$ cat src/rtl/uart_tx_arbiter.sv
`default_nettype none
// ============================================================================
// Module   : uart_tx_arbiter
// Purpose  : Round-robin arbiter sharing one UART transmitter between two
//            byte sources. Requester 0 is the RX echo path and requester 1 is
//            the VGA status/button reporter. The block sequences the TX
//            core's start/busy handshake. If the core never reports busy
//            after a start, the block recovers through a bounded wait.
// Revision : 1.0 - initial release
// ----------------------------------------------------------------------------
// Parameters
//   TIMEOUT      cycles to wait for tx_busy after tx_start (minimum 2)
// Ports
//   clk          system clock
//   rst_n        synchronous active-low reset
//   req0_valid   requester 0 has a byte           req0_data  its byte
//   req0_ready   requester 0 byte taken this cycle (valid & ready)
//   req1_valid   requester 1 has a byte           req1_data  its byte
//   req1_ready   requester 1 byte taken this cycle (valid & ready)
//   tx_start     one-cycle start pulse to the TX core
//   tx_data      byte to transmit; stable from tx_start until back in IDLE
//   tx_busy      TX core is shifting a frame
//   grant        one-hot owner of the in-flight byte, 00 when idle
//   timeout_err  one-cycle pulse when the wait for tx_busy expires
// ============================================================================
module uart_tx_arbiter #(
    parameter int TIMEOUT = 1024
) (
    input  logic       clk,
    input  logic       rst_n,
    input  logic       req0_valid,
    input  logic [7:0] req0_data,
    output logic       req0_ready,
    input  logic       req1_valid,
    input  logic [7:0] req1_data,
    output logic       req1_ready,
    output logic       tx_start,
    output logic [7:0] tx_data,
    input  logic       tx_busy,
    output logic [1:0] grant,
    output logic       timeout_err
);

    localparam int CNT_W = $clog2(TIMEOUT + 1);

    localparam logic [1:0] S_IDLE      = 2'd0;
    localparam logic [1:0] S_START     = 2'd1;
    localparam logic [1:0] S_WAIT_BUSY = 2'd2;
    localparam logic [1:0] S_WAIT_DONE = 2'd3;

    localparam logic [CNT_W-1:0] CNT_LAST = CNT_W'(TIMEOUT - 1);
    localparam logic [CNT_W-1:0] CNT_MAX  = CNT_W'(TIMEOUT);

    logic [1:0]       state;
    logic [1:0]       next_state;
    logic [CNT_W-1:0] counter;
    logic             last;          // requester served most recently
    logic             pick;          // requester that would win this cycle
    logic             accept;
    logic             busy_timeout;

    // ------------------------------------------------------------------
    // Round-robin pick: a lone requester always wins; on a tie the one
    // not served last wins.
    // ------------------------------------------------------------------
    always_comb begin
        pick = 1'b0;
        if (req0_valid && req1_valid) begin
            pick = ~last;
        end else if (req1_valid) begin
            pick = 1'b1;
        end
    end

    // ------------------------------------------------------------------
    // Output / handshake decode. Ready is a combinational function of
    // valid, so requesters must not gate valid with ready.
    // ------------------------------------------------------------------
    always_comb begin
        req0_ready   = (state == S_IDLE) && !tx_busy && req0_valid && !pick;
        req1_ready   = (state == S_IDLE) && !tx_busy && req1_valid &&  pick;
        accept       = req0_ready || req1_ready;
        // Busy wins over an expiry landing in the same cycle, so only
        // an idle core at the final count is a timeout.
        busy_timeout = (state == S_WAIT_BUSY) && !tx_busy && (counter >= CNT_LAST);
    end

    // ------------------------------------------------------------------
    // Next-state logic
    // ------------------------------------------------------------------
    always_comb begin
        next_state = state;
        case (state)
            S_IDLE: begin
                if (accept) begin
                    next_state = S_START;
                end
            end
            S_START: begin
                next_state = S_WAIT_BUSY;
            end
            S_WAIT_BUSY: begin
                if (tx_busy) begin
                    next_state = S_WAIT_DONE;
                end else if (busy_timeout) begin
                    next_state = S_IDLE;
                end
            end
            S_WAIT_DONE: begin
                if (!tx_busy) begin
                    next_state = S_IDLE;
                end
            end
            default: begin
                next_state = S_IDLE;
            end
        endcase
    end

    // ------------------------------------------------------------------
    // State register
    // ------------------------------------------------------------------
    always_ff @(posedge clk) begin
        if (!rst_n) begin
            state <= S_IDLE;
        end else begin
            state <= next_state;
        end
    end

    // ------------------------------------------------------------------
    // Registered outputs, arbitration history and the busy-wait counter.
    // A reset here aborts any in-flight byte; the owner must re-present it.
    // ------------------------------------------------------------------
    always_ff @(posedge clk) begin
        if (!rst_n) begin
            tx_start    <= 1'b0;
            tx_data     <= 8'h00;
            grant       <= 2'b00;
            timeout_err <= 1'b0;
            counter     <= '0;
            last        <= 1'b1;
        end else begin
            // High exactly while the FSM sits in START.
            tx_start    <= (next_state == S_START);
            timeout_err <= busy_timeout;

            if (accept) begin
                tx_data <= pick ? req1_data : req0_data;
                grant   <= pick ? 2'b10 : 2'b01;
                last    <= pick;
            end else if (next_state == S_IDLE) begin
                grant   <= 2'b00;
            end

            // Counts cycles spent in WAIT_BUSY; zero on entry, saturating.
            if (state == S_WAIT_BUSY) begin
                if (counter != CNT_MAX) begin
                    counter <= counter + 1'b1;
                end
            end else begin
                counter <= '0;
            end
        end
    end

endmodule
`default_nettype wire

$ cat config.mk
export PLATFORM = sky130hd
export DESIGN_NAME = uart_tx_arbiter
export DESIGN_NICKNAME = d
export VERILOG_FILES = /design/src/rtl/uart_tx_arbiter.sv
export SDC_FILE = /design/constraint.sdc
export NUM_CORES = 1
export LEC_CHECK = 0
export BUFFER_PORTS_ARGS = -buffer_cell sky130_fd_sc_hd__clkbuf_2
export CAP_MARGIN = 20
export CORE_ASPECT_RATIO = 1.2
export CORE_UTILIZATION = 29
export DETAILED_ROUTE_END_ITERATION = 10
export HOLD_SLACK_MARGIN = 0.06
export PLACE_DENSITY = 0.61
export SYNTH_ARGS = -nofsm -noshare
export SYNTH_HDL_FRONTEND = slang
export SYNTH_SLANG_ARGS = --single-unit
$ cat constraint.sdc
create_clock -name clk -period 2 [get_ports clk]
set_input_delay 0.1 -clock clk [delete_from_list [all_inputs] [get_ports clk]]
set_output_delay 0.1 -clock clk [all_outputs]
set_load 0.1 [all_outputs]
==> results of run 1 <==
logic make-up (layout without fill, tap and decap cells):
group / after synthesis / count (layout) / share of synthesized area, %
xor+xnor: 2 / 2 / 1.43
flops: 26 / 26 / 42.5
simple gates: 44 / 44 / 21.3
fa+ha+maj: 2 / 2 / 2.04
buf+inv: 12 / 44 / 3.78
mux: 8 / 8 / 6.54
compound gates: 44 / 44 / 22.4
placed cells by master, fill, tap and decap left out, types with 2 or more instances in the layout:
| cell type | synthesis | final |
|---|---|---|
| clkbuf_2 | 1 | 32 |
| dfxtp_1 | 26 | 26 |
| a21oi_1 | 19 | 19 |
| a211oi_1 | 9 | 9 |
| mux2i_1 | 8 | 8 |
| nand2_1 | 6 | 6 |
| o31ai_1 | 6 | 6 |
| inv_1 | 5 | 5 |
| o21ai_0 | 5 | 5 |
| nand3_1 | 4 | 4 |
| nor2_1 | 4 | 4 |
| or4_1 | 4 | 4 |
| or3_1 | 4 | 4 |
| clkbuf_8 | 0 | 4 |
| nor3_1 | 3 | 3 |
| nand4_1 | 3 | 3 |
| and3_1 | 2 | 2 |
| and2_1 | 2 | 2 |
| nor4_1 | 2 | 2 |
| ha_1 | 2 | 2 |
| buf_12 | 0 | 2 |
flip-flops by register name, indices dropped and copies added, names as in the netlist:
register,flops
counter,11
grant,2
last,1
state,2
timeout_err,1
tx_data,8
tx_start,1
metal layers:
layer | share of wire, % | wire length (um)
met5 | 0 | 0
met4 | 1.2 | 31
met3 | 4.3 | 114
met2 | 48 | 1270
met1 | 47 | 1240
worst paths after layout:
kind,start,slack [ns],end,depth (start not counted)
setup / recovery,counter[2],0.37,counter[1],3
hold reg to reg,grant[0],0.46,grant[0],2
setup reg to reg,counter[2],0.37,counter[1],3
hold / removal,rst_n,0.08,last,2
power by group through the flow:
stage / Sequential (mW) / Combinational [mW] / Clock, mW
global placement: 0.573 / 0.309 / 0
floorplan: 0.710 / 0.101 / 0
global route: 0.565 / 0.325 / 0.371
detailed placement: 0.573 / 0.310 / 0
CTS: 0.561 / 0.311 / 0.348
finish: 0.561 / 0.308 / 0.339
cell type report:
type,count,area share [%]
clock buffers,4,3.59
inverters,5,1.22
multi-input cells,100,43.4
flip-flops and latches,26,33.9
well taps,54,4.40
repair buffers,35,13.5
metrics by stage:
step	power [mW]	area, sq um	cells	hold slack (ns)	worst slack, ns
5_1_grt	1.26	1540	224	0.102	0.234
3_3_place_gp	0.882	1480	220	0.353	0.418
3_5_place_dp	0.883	1480	220	0.376	0.383
2_1_floorplan	0.812	1230	138	0.176	0.0200
4_1_cts	1.22	1540	224	0.0845	0.370
6_report	1.21	1540	224	0.0817	0.365
==> impl_metrics.tcl, run 1 <==
set metrics [dict create \
    status "complete, no violations" \
    place.gp.congestion 0.768 \
    ir_drop_mv 0.480 \
    grt_max_degree 17 \
    synth_area_leaders "dfxtp_1, a21oi_1, mux2i_1" \
    worstSetupPathType "reg -> reg" \
    grt_pass1_vias 1010 \
    clock-sinks 26 \
    yosysUniqueCellTypes 37 \
    p_leak_nw 0.603 \
    fin_tns_setup_ns 0 \
    yosysTopAreaCell "dfxtp_1" \
    grt_pass1_wl_mm 4.59 \
    wl_mm 2.65 \
    drv_cap 0 \
    numCtsBuffers 3 \
    multi_input_area_sq_um 666 \
    yosysSeqAreaShare_pct 42.5 \
    clk_latency_ns 0.26 \
    syn_inst 138 \
    num_rows 25 \
    drt_iter0_drc 25 \
    tightest_slew_ns 0.549 \
    postSynthAreaPerCell_sq_um 8.88 \
    critPathMaxStageDelay_ns 0.64 \
    syn_area_sq_um 1220 \
    cts.clk_slew.worst_paths_ns 0.09 \
    core_sq_um 4000 \
    finalSetupViolCount 0 \
    gr-total-overflow 0 \
    synth_common_cells "dfxtp_1, a21oi_1, a211oi_1" \
    hold_path.class "in -> reg" \
    gr-usage-met2_pct 21.6 \
    areaGrowthSynthToFinish_pct 25.3 \
    hold_viol 0 \
    clkPwrFrac_pct 28.1 \
    antenna_cells_inserted 0 \
    endpoint_kind "flop" \
    cts_tree "done" \
    gr-usage-met3_pct 2.13 \
    initial_core_util_pct 30.6 \
    synthArstFlopShare_pct 0 \
    syn_nets 161 \
    clk_path_buf_depth 2 \
    nNetsFinal 194 \
    rsz0062_at_grt "false" \
    grt_use_met1_pct 17.8 \
    ys.flop_type "dfxtp_1" \
    fmax_ghz 0.612 \
    timing.final.crit_share_pct 81.7 \
    antenna_left 0 \
    cp_common_cell "or4_1" \
    yosys.area.top_type_share_pct 42.5 \
    post_cts_buffers 0 \
    synth_edf_count 0 \
    synth-seq-cells 26 \
    clock_skew_ns 0.00122 \
    port_buffers 34 \
    drv_slew 0 \
    vias 1098 \
    cp_cell_sequence "or4_1, or4_1, a21oi_1" \
    p_seq_share_pct 46.4 \
    yosysMostFrequentCell "dfxtp_1" \
    swShare_pct 34.0 \
    die_height_um 73.2 \
    groute.usage.overall_pct 13.6 \
    slew_headroom_pct 63.6 \
    dpl.hpwl_mm 2.00 \
    critical-path-slowest-cell "or4_1" \
    cp-start-kind "flop" \
    required_ns 2.20 \
    drc 0 \
    final-seq-area_sq_um 520 \
    final_core_util_pct 38.3 \
    io_pins 35 \
    cts.repair.resized 0 \
    antenna_found_initial 0 \
    wl_per_cell_um 11.8 \
    fin_crit_ns 1.63 \
    internal_power_uw 797 \
    cts.hold.buffers_added 0 \
    power_density_nw_per_um2 786 \
    fill_cells 436 \
    root_buffer "clkbuf_8" \
    crit_buf_inv 0 \
    cts_max_level 1 \
    viasPerCell 4.90 \
    fp.dieW_um 61.3 \
    dieArea_sq_um 4490 \
    grt_busiest_layer "met2" \
    drive_above_1_share_pct 24.7 \
    p_comb_share_pct 25.5 \
    path_delay_family "simple AND/OR/NAND/NOR gates" \
    cp.arrival_ns 1.83 \
    crit_fanout 7 \
    power_switching_uw 411 \
    drt_pass1_iterations 4 \
    ys_warn_count 0 \
]
Note: power is estimated with default switching activity, not from simulation.
==> run 2, diff against run 1 <==
- clock period: 2 -> 1.53 ns (I/O delays scaled with it)
==> impl_metrics.tcl, run 2 (synthesis results as in run 1) <==
set metrics [dict create \
    antenna_cells_inserted 0 \
    grt_max_degree 17 \
    wl_per_cell_um 12.1 \
    preCtsSetupSlack_ns 0.00552 \
    groute.usage.overall_pct 13.7 \
    fin_tns_setup_ns 0 \
    required_ns 1.73 \
    timing.final.crit_share_pct 97.3 \
    cts_tree "done" \
    port_buffers 34 \
    dpl.cell_count 231 \
    p_leak_nw 0.683 \
    hold_viol 0 \
    tightest_slew_ns 0.548 \
    setup_slack_ns 0.0413 \
    cts.clk_slew.worst_paths_ns 0.09 \
    viasPerCell 5.09 \
    power_density_nw_per_um2 961 \
    wl_met2_mm 1.37 \
    drc 0 \
    hold_slack_ns 0.0571 \
    ir_drop_mv 0.521 \
    highest_layer "met4" \
    cp.arrival_ns 1.69 \
    rsz0062_at_grt "true" \
    clock-sinks 26 \
    r2r_start "counter[2]" \
    largest_register "counter" \
    timing.rr.end "counter[1]" \
    drv_slew 0 \
    gr-total-overflow 0 \
    hold_depth 2 \
    endpoint_kind "flop" \
    grt_pass1_wl_mm 4.69 \
    io_pins 35 \
    areaGrowthSynthToFinish_pct 38.3 \
    hold_path.class "in -> reg" \
    antenna_left 0 \
    drv_cap 0 \
    grt_pass1_vias 1110 \
    multi_input_area_sq_um 697 \
    fp.dieW_um 61.3 \
    rrSetupSlack_ns 0.04 \
    status "complete, no violations" \
    numCtsBuffers 3 \
    largest_reg_flops 11 \
    place.gp.congestion 0.749 \
    stdcell_count 238 \
    crit_fanout 5 \
    final-seq-area_sq_um 526 \
    reg_top3 "counter: 11 flops, tx_data: 8 flops" \
    clk_latency_ns 0.27 \
    drt_iter0_drc 34 \
    cp-start-kind "flop" \
    worstSetupPathType "reg -> reg" \
    clock_skew_ns 0.00133 \
    cts_max_level 1 \
    num_rows 25 \
    antenna_found_initial 0 \
    dpl.hpwl_mm 2.14 \
    layout.cells.most_common "clkbuf_2" \
    slew_headroom_pct 63.6 \
    fin_crit_ns 1.49 \
    dieArea_sq_um 4490 \
    root_buffer "clkbuf_8" \
    finalSetupViolCount 0 \
    final_cell_mix "clkbuf_2, dfxtp_1, a21oi_1" \
    nNetsFinal 208 \
    m1WireLength_mm 1.30 \
    clk_path_buf_depth 2 \
    initial_core_util_pct 30.6 \
    reg2regPathDepth 3 \
    core_sq_um 4000 \
    vias 1211 \
    critPathLaunch "counter[2]" \
    hold_end "last" \
    cts.hold.buffers_added 0 \
    drive_above_1_share_pct 34.8 \
    drt_pass1_iterations 4 \
    power_mw 1.63 \
    fmax_ghz 0.672 \
    die_height_um 73.2 \
    min-delay-start "rst_n" \
    wl_mm 2.89 \
    fill_cells 454 \
    dr_wl_met3_um 174 \
]
==> run 2: what timing repair did <==
action,CTS,global route
setup endpoints to repair,1,10
buffers inserted,0,3
resized for setup,1,7
endpoints found under the hold margin,0,0
pin swaps,0,2
==> run 2: where the power goes <==
| part | internal, mW | leakage (nW) | switching (mW) | total [mW] |
|---|---|---|---|---|
| Sequential | 0.711 | 0.214 | 0.0231 | 0.734 |
| Combinational | 0.130 | 0.441 | 0.312 | 0.442 |
| Clock | 0.230 | 0.0288 | 0.221 | 0.452 |
| Total | 1.07 | 0.683 | 0.557 | 1.63 |
==> run 2: worst max-delay path, cell delays in order, from the launching register on <==
cell     delay [ns]
dfxtp_2        0.33
or4_4          0.55
or4_1          0.41
a21oi_1        0.12
==> run 2: worst max-delay path by stage <==
stage	depth (start not counted)	slack, ns	to
detailed placement	3	0.006	counter[1]
CTS	4	0.01	counter[10]
global route	5	-0.03	counter[1]
floorplan	4	-0.003	counter[1]
finish	3	0.04	counter[1]
global placement	3	0.03	counter[1]
==> run 2: per-stage QoR <==
stage               util, %  area, sq um
global placement       39.6         1590
global route           42.3         1690
CTS                    41.1         1650
floorplan                 -         1240
detailed placement     39.6         1590
finish                 42.3         1690
==> run 2: layout make-up <==
| type | count | share of cell area [%] |
|---|---|---|
| Sequential cell | 26 | 31.0 |
| Clock buffer | 4 | 3.25 |
| Tap cell | 54 | 3.99 |
| Inverter | 5 | 1.11 |
| Timing Repair Buffer | 49 | 19.5 |
| Multi-Input combinational cell | 100 | 41.1 |
==> run 2: per-layer routing <==
layer	GRT usage [%]	up-vias
met3	3.55	6
li1	-	608
met1	16.7	556
met5	0	-
met4	5.19	0
met2	22.7	41
==> run 3, diff against run 2 <==
- ABC_AREA: not set -> 1
- ABC_CLOCK_PERIOD_IN_PS: not set -> 1530
- CORE_ASPECT_RATIO: 1.2 -> 1.5
==> impl_metrics.tcl, run 3 <==
set metrics [dict create \
    wl_per_cell_um 10.4 \
    timing.final.crit_share_pct 93.0 \
    finalSetupViolCount 0 \
    endpoint_kind "primary output" \
    p_seq_share_pct 44.6 \
    crit_buf_inv 2 \
    fmax_ghz 0.703 \
    worstSetupPathType "reg -> out" \
    reg_top3 "counter: 11 flops, tx_data: 8 flops" \
    slew_headroom_pct 63.6 \
    largest_register "counter" \
    drt_iter0_drc 22 \
    core_sq_um 3920 \
    drc 0 \
    io_pins 35 \
    rsz0062_at_grt "false" \
    clk_latency_ns 0.27 \
    postSynthAreaPerCell_sq_um 7.60 \
    grt_max_degree 18 \
    clock-sinks 26 \
    hold_slack_ns 0.118 \
    syn_inst 156 \
    drv_cap 0 \
    num_rows 28 \
    drt_pass1_iterations 4 \
    cp.arrival_ns 1.35 \
    yosysUniqueCellTypes 26 \
    yosysMostFrequentCell "nand2_1" \
    cp_cell_sequence "inv_2, nand2_2, nor2_4, nand2_2, nor2_4, buf_12" \
    ir_drop_mv 0.513 \
    internal_power_mw 1.07 \
    path_delay_family "simple AND/OR/NAND/NOR gates" \
    grt_pass1_vias 1163 \
    ys_warn_count 0 \
    synthArstFlopShare_pct 0 \
    power_density_nw_per_um2 981 \
    die_height_um 80.3 \
    groute.usage.overall_pct 15.1 \
    p_leak_nw 0.736 \
    crit_fanout 4 \
    fin_crit_ns 1.42 \
    yosysTopAreaCell "dfxtp_1" \
    synth-seq-cells 26 \
    syn_area_sq_um 1180 \
    hold_viol 0 \
    viasPerCell 4.61 \
    multi_input_area_sq_um 567 \
    cp-start-kind "flop" \
    required_ns 1.45 \
    yosys.area.top_type_share_pct 43.9 \
    areaGrowthSynthToFinish_pct 41.3 \
    critical-path-slowest-cell "dfxtp_1" \
    numCtsBuffers 3 \
    clkPwrFrac_pct 26.6 \
    gr-total-overflow 0 \
    cts_tree "done" \
    clk_path_buf_depth 2 \
    post_cts_buffers 0 \
    clock_skew_ns 0.00367 \
    antenna_found_initial 0 \
    place.gp.congestion 0.804 \
    dieArea_sq_um 4350 \
    cts_max_level 1 \
    design_area_sq_um 1670 \
    antenna_left 0 \
    tightest_slew_ns 0.548 \
    wl_mm 2.67 \
    layout.cells.most_common "clkbuf_2" \
    root_buffer "clkbuf_8" \
    grt_pass1_wl_mm 4.95 \
    fin_tns_setup_ns 0 \
    vias 1181 \
    synth_area_leaders "dfxtp_1, nand2_1, inv_1" \
    largest_reg_flops 11 \
    cts.clk_slew.worst_paths_ns 0.09 \
    power_switching_uw 576 \
    port_buffers 34 \
    fp.dieW_um 54.2 \
    initial_core_util_pct 30.2 \
    fill_cells 395 \
    syn_nets 179 \
    antenna_cells_inserted 0 \
    critPathMaxStageDelay_ns 0.33 \
    p_comb_share_pct 28.7 \
    drive_above_1_share_pct 26.5 \
    ys.flop_type "dfxtp_1" \
    synth_common_cells "nand2_1, dfxtp_1, inv_1" \
    dpl.hpwl_mm 1.95 \
    synth_edf_count 0 \
    drv_slew 0 \
    hold_path.class "in -> reg" \
    status "complete, no violations" \
    swShare_pct 35.1 \
    dpl-instance-area_sq_um 1460 \
    final_cell_mix "clkbuf_2, nand2_1, dfxtp_1" \
    power_mw 1.64 \
    nNetsFinal 235 \
    yosysSeqAreaShare_pct 43.9 \
    final-seq-area_sq_um 520 \
]
-- run 3: cell count changes after synthesis, moves of 3 or more --
cell | previous run | this run
mux2i_1 | 8 | 0
or3_1 | 4 | 0
inv_1 | 5 | 20
o31ai_1 | 6 | 0
or4_1 | 4 | 0
nor2_1 | 4 | 16
a21oi_1 | 19 | 8
a31oi_1 | 0 | 8
clkbuf_1 | 6 | 1
o21ai_0 | 5 | 13
a211oi_1 | 9 | 0
inv_2 | 0 | 3
nand2_1 | 6 | 32
-- run 3: worst min-delay path, cell delays in order --
cell and delay (ns):
clkbuf_2 0.10, inv_1 0.14, a21oi_2 0.04
-- run 3: area by class of cell --
cell class	instances	area share, %
multi-input combinational	104	33.9
inverter	24	5.53
sequential	26	31.1
clock buffer	4	3.29
timing repair buffer	53	22.9
tap	45	3.36
-- run 3: repair_timing --
action                                 4_1_cts  5_1_grt
gates resized for setup                      0        0
hold buffers                                16        0
endpoints found under the hold margin        8        0
-- run 3: path summary, 6_finish.rpt --
path / to / slack (ns) / cells past startpoint / start
hold reg to reg: counter[9] / 0.48 / 2 / counter[9]
setup / recovery: req0_ready / 0.11 / 6 / state[1]
setup reg to reg: grant[0] / 0.20 / 8 / counter[0]
hold / removal: grant[0] / 0.12 / 3 / rst_n
-- run 3: through the flow --
stage          utilization (%)  cells  setup slack, ns
3_5_place_dp              37.2    236            0.214
6_report                  42.7    256            0.107
3_3_place_gp              37.2    236            0.231
2_1_floorplan                -    156           0.0165
5_1_grt                   42.7    256          0.00381
4_1_cts                   42.7    256           0.0853
-- run 3: kinds of logic (layout without fill, tap and decap cells) --
family | count (synthesis) | after routing | share of synthesized area (%)
buf+inv | 26 | 81 | 9.08
flops | 26 | 26 | 43.9
simple gates | 66 | 66 | 26.1
xor+xnor | 3 | 3 | 2.22
fa+ha+maj | 2 | 2 | 2.11
compound gates | 33 | 33 | 16.6
-- run 3: metal layers --
layer / track usage (%) / up-vias / share of wire (%)
li1: - / 619 / -
met1: 16.7 / 522 / 39
met3: 3.03 / 7 / 3.6
met5: 0 / - / 0
met2: 27.7 / 33 / 55
met4: 4.10 / 0 / 1.8
-- run 3: power groups by stage --
stage	combinational [mW]	sequential [mW]	clock, mW
after floorplan	0.143	0.951	0
after global placement	0.439	0.749	0
after detailed placement	0.441	0.748	0
after CTS	0.473	0.733	0.461
after global routing	0.504	0.739	0.493
final	0.472	0.734	0.437
